File: src/rtl/pc_pkg.sv
`default_nettype none
// ============================================================================
//  Module      : pc_pkg
//  Description : Command encodings, default interrupt vector and the
//                sign-extension helper shared by the PC/stack unit.
//  Revision    : 1.0 - initial release
// ============================================================================
package pc_pkg;

    localparam logic [2:0] CMD_INC  = 3'd0;
    localparam logic [2:0] CMD_JABS = 3'd1;
    localparam logic [2:0] CMD_JREL = 3'd2;
    localparam logic [2:0] CMD_CALL = 3'd3;
    localparam logic [2:0] CMD_RET  = 3'd4;
    localparam logic [2:0] CMD_RETI = 3'd5;
    localparam logic [2:0] CMD_EI   = 3'd6;
    localparam logic [2:0] CMD_DI   = 3'd7;

    localparam logic [9:0] IRQ_VEC_DEFAULT = 10'h3F0;

    localparam int unsigned SEXT_W = 32;

    // Treats the low WIDTH bits of val as two's complement and extends to SEXT_W.
    function automatic logic [SEXT_W-1:0] sext(input logic [SEXT_W-1:0] val,
                                               input int unsigned     width);
        logic [SEXT_W-1:0] hi_mask;
        logic [SEXT_W-1:0] sign_bit;
        hi_mask  = {SEXT_W{1'b1}} << width;
        sign_bit = SEXT_W'(1) << (width - 1);
        if ((val & sign_bit) != '0)
            return val | hi_mask;
        else
            return val & ~hi_mask;
    endfunction

endpackage
`default_nettype wire

File: src/rtl/ret_stack.sv
`default_nettype none
// ============================================================================
//  Module      : ret_stack
//  Description : DEPTH-entry LIFO of return addresses with occupancy flags.
//  Revision    : 1.0 - initial release
// ============================================================================
module ret_stack #(
    parameter int PC_W  = 10,
    parameter int DEPTH = 8
) (
    input  logic                         clk,
    input  logic                         reset,
    input  logic                         push,
    input  logic                         pop,
    input  logic [PC_W-1:0]              din,
    output logic [PC_W-1:0]              dout,
    output logic [$clog2(DEPTH+1)-1:0]   sp,
    output logic                         full,
    output logic                         empty
);

    localparam int SP_W  = $clog2(DEPTH + 1);
    localparam int IDX_W = $clog2(DEPTH);

    logic [PC_W-1:0]  r_mem [DEPTH];
    logic [SP_W-1:0]  r_sp;
    logic [IDX_W-1:0] w_wr_idx;
    logic [IDX_W-1:0] w_rd_idx;

    assign w_wr_idx = IDX_W'(r_sp);
    assign w_rd_idx = IDX_W'(r_sp - SP_W'(1));

    assign full  = (r_sp == SP_W'(DEPTH));
    assign empty = (r_sp == '0);
    assign sp    = r_sp;
    assign dout  = r_mem[w_rd_idx];

    always_ff @(posedge clk) begin
        if (reset) begin
            r_sp <= '0;
        end else if (push && !full) begin
            r_sp <= r_sp + SP_W'(1);
        end else if (pop && !empty) begin
            r_sp <= r_sp - SP_W'(1);
        end
    end

    // Storage is intentionally left unreset; occupancy alone defines validity.
    always_ff @(posedge clk) begin
        if (push && !full) begin
            r_mem[w_wr_idx] <= din;
        end
    end

endmodule
`default_nettype wire

File: src/rtl/pc_stack_unit.sv
`default_nettype none
// ============================================================================
//  Module      : pc_stack_unit
//  Description : Program counter with conditional jumps, nested call/return
//                through a return stack, and a vectored interrupt.
//  Revision    : 1.0 - initial release
// ============================================================================
module pc_stack_unit
    import pc_pkg::*;
#(
    parameter int              PC_W    = 10,
    parameter int              DEPTH   = 8,
    parameter int              OFF_W   = 10,
    parameter logic [PC_W-1:0] IRQ_VEC = PC_W'(IRQ_VEC_DEFAULT)
) (
    input  logic                        clk,
    input  logic                        reset,
    input  logic                        stall,
    input  logic [2:0]                  cmd,
    input  logic                        cond,
    input  logic [PC_W-1:0]             target,
    input  logic [OFF_W-1:0]            offset,
    input  logic                        irq,
    output logic [PC_W-1:0]             pc_out,
    output logic                        irq_ack,
    output logic                        ie,
    output logic [$clog2(DEPTH+1)-1:0]  sp_out,
    output logic                        full,
    output logic                        empty,
    output logic                        err_ovf,
    output logic                        err_unf
);

    logic [PC_W-1:0]   r_pc;
    logic              r_ie;
    logic              r_err_ovf;
    logic              r_err_unf;

    logic [PC_W-1:0]   w_inc;
    logic [SEXT_W-1:0] w_off_full;
    logic [PC_W-1:0]   w_off;
    logic [PC_W-1:0]   w_cmd_pc;
    logic [PC_W-1:0]   w_next_pc;
    logic [PC_W-1:0]   w_push_val;
    logic [PC_W-1:0]   w_dout;
    logic              w_push;
    logic              w_pop;
    logic              w_ie_nxt;
    logic              w_set_ovf;
    logic              w_set_unf;
    logic              w_irq_ok;
    logic              w_irq_take;
    logic              w_full;
    logic              w_empty;

    assign w_inc      = r_pc + PC_W'(1);
    assign w_off_full = sext(SEXT_W'(offset), OFF_W);
    assign w_off      = w_off_full[PC_W-1:0];

    always_comb begin
        w_cmd_pc  = w_inc;
        w_push    = 1'b0;
        w_pop     = 1'b0;
        w_ie_nxt  = r_ie;
        w_set_ovf = 1'b0;
        w_set_unf = 1'b0;
        w_irq_ok  = 1'b1;
        case (cmd)
            CMD_JABS: if (cond) w_cmd_pc = target;
            CMD_JREL: if (cond) w_cmd_pc = w_inc + w_off;
            CMD_CALL: begin
                w_irq_ok = 1'b0;
                if (cond) begin
                    if (w_full) begin
                        w_set_ovf = 1'b1;
                    end else begin
                        w_push   = 1'b1;
                        w_cmd_pc = target;
                    end
                end
            end
            CMD_RET, CMD_RETI: begin
                w_irq_ok = 1'b0;
                if (w_empty) begin
                    w_set_unf = 1'b1;
                end else begin
                    w_pop    = 1'b1;
                    w_cmd_pc = w_dout;
                end
                if (cmd == CMD_RETI) w_ie_nxt = 1'b1;
            end
            CMD_EI:  w_ie_nxt = 1'b1;
            CMD_DI:  w_ie_nxt = 1'b0;
            default: ;
        endcase

        // Interrupt pushes the address the current command would have gone to.
        w_irq_take = irq & r_ie & ~stall & ~reset & ~w_full & w_irq_ok;
        w_next_pc  = w_cmd_pc;
        w_push_val = w_inc;
        if (w_irq_take) begin
            w_next_pc  = IRQ_VEC;
            w_push_val = w_cmd_pc;
            w_push     = 1'b1;
            w_ie_nxt   = 1'b0;
        end
    end

    ret_stack #(
        .PC_W  (PC_W),
        .DEPTH (DEPTH)
    ) u_ret_stack (
        .clk   (clk),
        .reset (reset),
        .push  (w_push & ~stall),
        .pop   (w_pop & ~stall),
        .din   (w_push_val),
        .dout  (w_dout),
        .sp    (sp_out),
        .full  (w_full),
        .empty (w_empty)
    );

    always_ff @(posedge clk) begin
        if (reset) begin
            r_pc      <= '0;
            r_ie      <= 1'b0;
            r_err_ovf <= 1'b0;
            r_err_unf <= 1'b0;
        end else if (!stall) begin
            r_pc      <= w_next_pc;
            r_ie      <= w_ie_nxt;
            r_err_ovf <= r_err_ovf | w_set_ovf;
            r_err_unf <= r_err_unf | w_set_unf;
        end
    end

    assign pc_out  = r_pc;
    assign ie      = r_ie;
    assign irq_ack = w_irq_take;
    assign full    = w_full;
    assign empty   = w_empty;
    assign err_ovf = r_err_ovf;
    assign err_unf = r_err_unf;

endmodule
`default_nettype wire
File: config.mk
export PLATFORM = sky130hd
export DESIGN_NAME = pc_stack_unit
export DESIGN_NICKNAME = d
export VERILOG_FILES = /design/src/rtl/pc_pkg.sv /design/src/rtl/ret_stack.sv /design/src/rtl/pc_stack_unit.sv
export SDC_FILE = /design/constraint.sdc
export NUM_CORES = 1
export LEC_CHECK = 0
export BUFFER_PORTS_ARGS = -buffer_cell sky130_fd_sc_hd__buf_2
export CAP_MARGIN = 20
export CORE_AREA = 4 4 137 139
export DETAILED_ROUTE_END_ITERATION = 10
export DIE_AREA = 0 0 141 143
export SLEW_MARGIN = 0
export SYNTH_ARGS = -nofsm -noshare
export SYNTH_HDL_FRONTEND = slang
export SYNTH_HIERARCHICAL = 1
export SYNTH_SLANG_ARGS = --single-unit
File: constraint.sdc
create_clock -name clk -period 7.5 [get_ports clk]
set_clock_uncertainty 0.05 [all_clocks]
set_input_delay 1.125 -clock clk [delete_from_list [all_inputs] [get_ports clk]]
set_output_delay 1.125 -clock clk [all_outputs]
set_load 0.05 [all_outputs]
==> results.yml <==
run_status:
  outcome: "finished, final reports clean"
power_and_ir_drop:
  p_per_area_nw_per_um2: 200.6
  vdd_drop_max_mv: 0.1212
  leakage_nw: 2.073
clocking:
  cts_tree: "yes"
  postCtsHoldBufs: 0
  cts_setup_buffers: 0
  cts_buffer_depth: 2
  cts.sinks: 97
  numCtsBuffers: 9
  post_cts_resized: 0
  htree_levels: 3
  insertion_delay_ns: 0.34
  cts_root_buffer: "clkbuf_16"
  clk_pin_slew_worst_paths_ns: 0.07
floorplanning:
  num_io_pins: 48
  die_w_um: 141
  start_util_pct: 29.17
  die_h_um: 143
  fp.coreArea_um2: 17660
  die_area_um2: 20160
  num_rows: 49
sta:
  fin_crit_sh_pct: 59.51
  slew_viol_final: 0
  hold_viol: 0
  setup_ws_ns: 3.036
  worstMarginPinSlew_ns: 0.9209
  period_minus_slack_ns: 4.464
  max_freq_mhz: 224.0
  fin_tns_setup_ns: 0
  max_slew_margin_pct: 38.38
  rsz0062_at_grt: "no"
  setup_violations: 0
drt:
  dr.pass1.iters: 5
  via_count: 3618
  post-route-drc-count: 0
  drt.antenna.violating_nets: 0
  wl_per_cell_um: 17.97
  drtIter0Drc: 337
  totalWireLength_um: 12290
  via_per_inst: 5.289
synth:
  yosys.cell_types.count: 67
  synth_top_cells_by_area: "edfxtp_1, mux4_2, dfxtp_1"
  ys_seq_elements: 97
  async_reset_ff_share_pct: 0
  synth_nets: 448
  syn_inst: 406
  synth_edf_count: 80
  synthMostInstantiatedCell: "edfxtp_1"
  ys_top_cells_by_count: "edfxtp_1, nor2_1, a21oi_1"
  yosysTopAreaCellShare_pct: 46.65
  ys_seq_area_share_pct: 53.26
  synth_top_cell_by_area: "edfxtp_1"
  ys.flop_type: "edfxtp_1"
  syn-cell-area_um2: 5150
  syn_avg_cell_area_um2: 12.68
  synth_warnings: 6
global_routing:
  grt_pass1_wl_um: 19840
  grt.busiest_layer: "met2"
  antenna_found_initial: 0
  grt_overflow: 0
  met1_usage_pct: 16.30
  first_global_vias: 3603
  grt_usage_pct: 12.54
  use_met2_pct: 20.44
  grt_max_degree: 29
  grt_util_met3_pct: 2.378
finish:
  area_growth_pct: 13.78
  design_area_um2: 5859
  fin_nets: 492
  n_antenna_cell: 0
  utilization_pct: 33.18
  layout-drive-gt1-share_pct: 23.30
placed_design:
  place_area_um2: 5580
  place.port_buffers: 47
  preCtsSetupSlack_ns: 3.048
  dp_hpwl_um: 9223
  gp_congestion: 0.8694
setup_path:
  cp-start-kind: "flip-flop"
  max_stage_delay_ns: 0.74
  crit_path_end_kind: "flip-flop"
  worst_path_dominant_cell_family: "simple AND/OR/NAND/NOR gates"
  crit_start: "u_ret_stack/sp[0]"
  crit_fanout: 28
  worst-path-buf-inv: 2
  r2r_start: "u_ret_stack/sp[0]"
  cp.arrival_ns: 4.39
  crit_top_cell: "nor2_1"
  crit_chain: "buf_4 -> inv_1 -> ha_1 -> nand2_1 -> nor2_1 -> nor4b_2 -> nand4_4 -> a21oi_1 -> a21boi_0 -> nand2b_1 -> nor2_1"
  path_class: "flip-flop to flip-flop"
  required_ns: 7.42
  cp_slowest_cell: "a21oi_1"
min_path:
  min-delay-start: "err_ovf"
  hold_path_class: "flip-flop to flip-flop"
run:
  max_cap_viol_count: 0
==> layer usage <==
| metal | share of wire, % | vias to the layer above |
|---|---|---|
| met1 | 43 | 1772 |
| met3 | 6.6 | 23 |
| li1 | - | 1680 |
| met4 | 2.6 | 0 |
| met5 | 0 | - |
| met2 | 48 | 143 |
==> area by class of cell <==
class                           instances  area [um2]
Fill cell                            1760       11800
Tap cell                              229       286.5
Clock inverter                          7       53.80
Sequential cell                        97        2743
Timing Repair Buffer                   50       257.7
Multi-Input combinational cell        276        2228
Clock buffer                            9       225.2
Inverter                               16       65.06
==> final timing paths <==
kind / to / slack, ns / cells after the start
worst max-delay path: u_ret_stack/r_mem[1][1] / 3.04 / 11
worst min-delay path: err_ovf / 0.44 / 2
worst max register to register: u_ret_stack/r_mem[1][1] / 3.04 / 11
worst min register to register: err_ovf / 0.44 / 2
==> worst reg2reg max path: stages, from the launching register on <==
cell and delay (ns):
dfxtp_1 0.31, buf_4 0.38, inv_1 0.17, ha_1 0.32
nand2_1 0.15, nor2_1 0.12, nor4b_2 0.34, nand4_4 0.34
a21oi_1 0.75, a21boi_0 0.37, nand2b_1 0.17, nor2_1 0.65
==> cell families (layout without fill, tap and decap cells) <==
logic type	count (synthesis)	count (layout)	synth area share [%]
AO/OA/AOI/OAI	100	100	13.02
adder cells (fa/ha/maj)	14	14	3.547
buffers and inverters	33	82	3.474
flip-flops	97	97	53.26
multiplexers	35	35	12.17
AND/OR/NAND/NOR	112	112	11.83
XOR/XNOR	15	15	2.697
==> placed cells by master (no fill, tap or decap), types with 10 or more instances in the layout <==
master	netlist	routed
a21oi_1	27	27
buf_2	3	47
dfxtp_1	17	17
edfxtp_1	80	80
ha_1	13	13
inv_1	15	15
mux2_2	12	12
mux4_2	17	17
nand2_1	25	25
nand2b_1	11	11
nand3_1	10	10
nor2_1	33	33
o21ai_0	13	13
==> power by group <==
part	internal [mW]	switching, mW	leakage, nW	total [mW]
Sequential	0.594	0.00804	0.871	0.602
Combinational	0.0474	0.0971	1.07	0.144
Clock	0.228	0.201	0.137	0.429
==> metrics by stage <==
| stage | power (mW) | hold WS, ns | std cells |
|---|---|---|---|
| floorplan | 0.7123 | 0.6849 | 406 |
| global placement | 0.7543 | 0.3998 | 668 |
| detailed placement | 0.7568 | 0.4164 | 668 |
| CTS | 1.188 | 0.4336 | 684 |
| global route | 1.230 | 0.4690 | 684 |
| finish | 1.175 | 0.4387 | 684 |
==> sequential cells by signal, summed over array words and instances (netlist names) <==
| register | count |
|---|---|
| err_ovf | 1 |
| err_unf | 1 |
| ie | 1 |
| pc_out | 10 |
| u_ret_stack/r_mem | 80 |
| u_ret_stack/sp | 4 |
No activity file was read; power rests on OpenSTA's default activity.
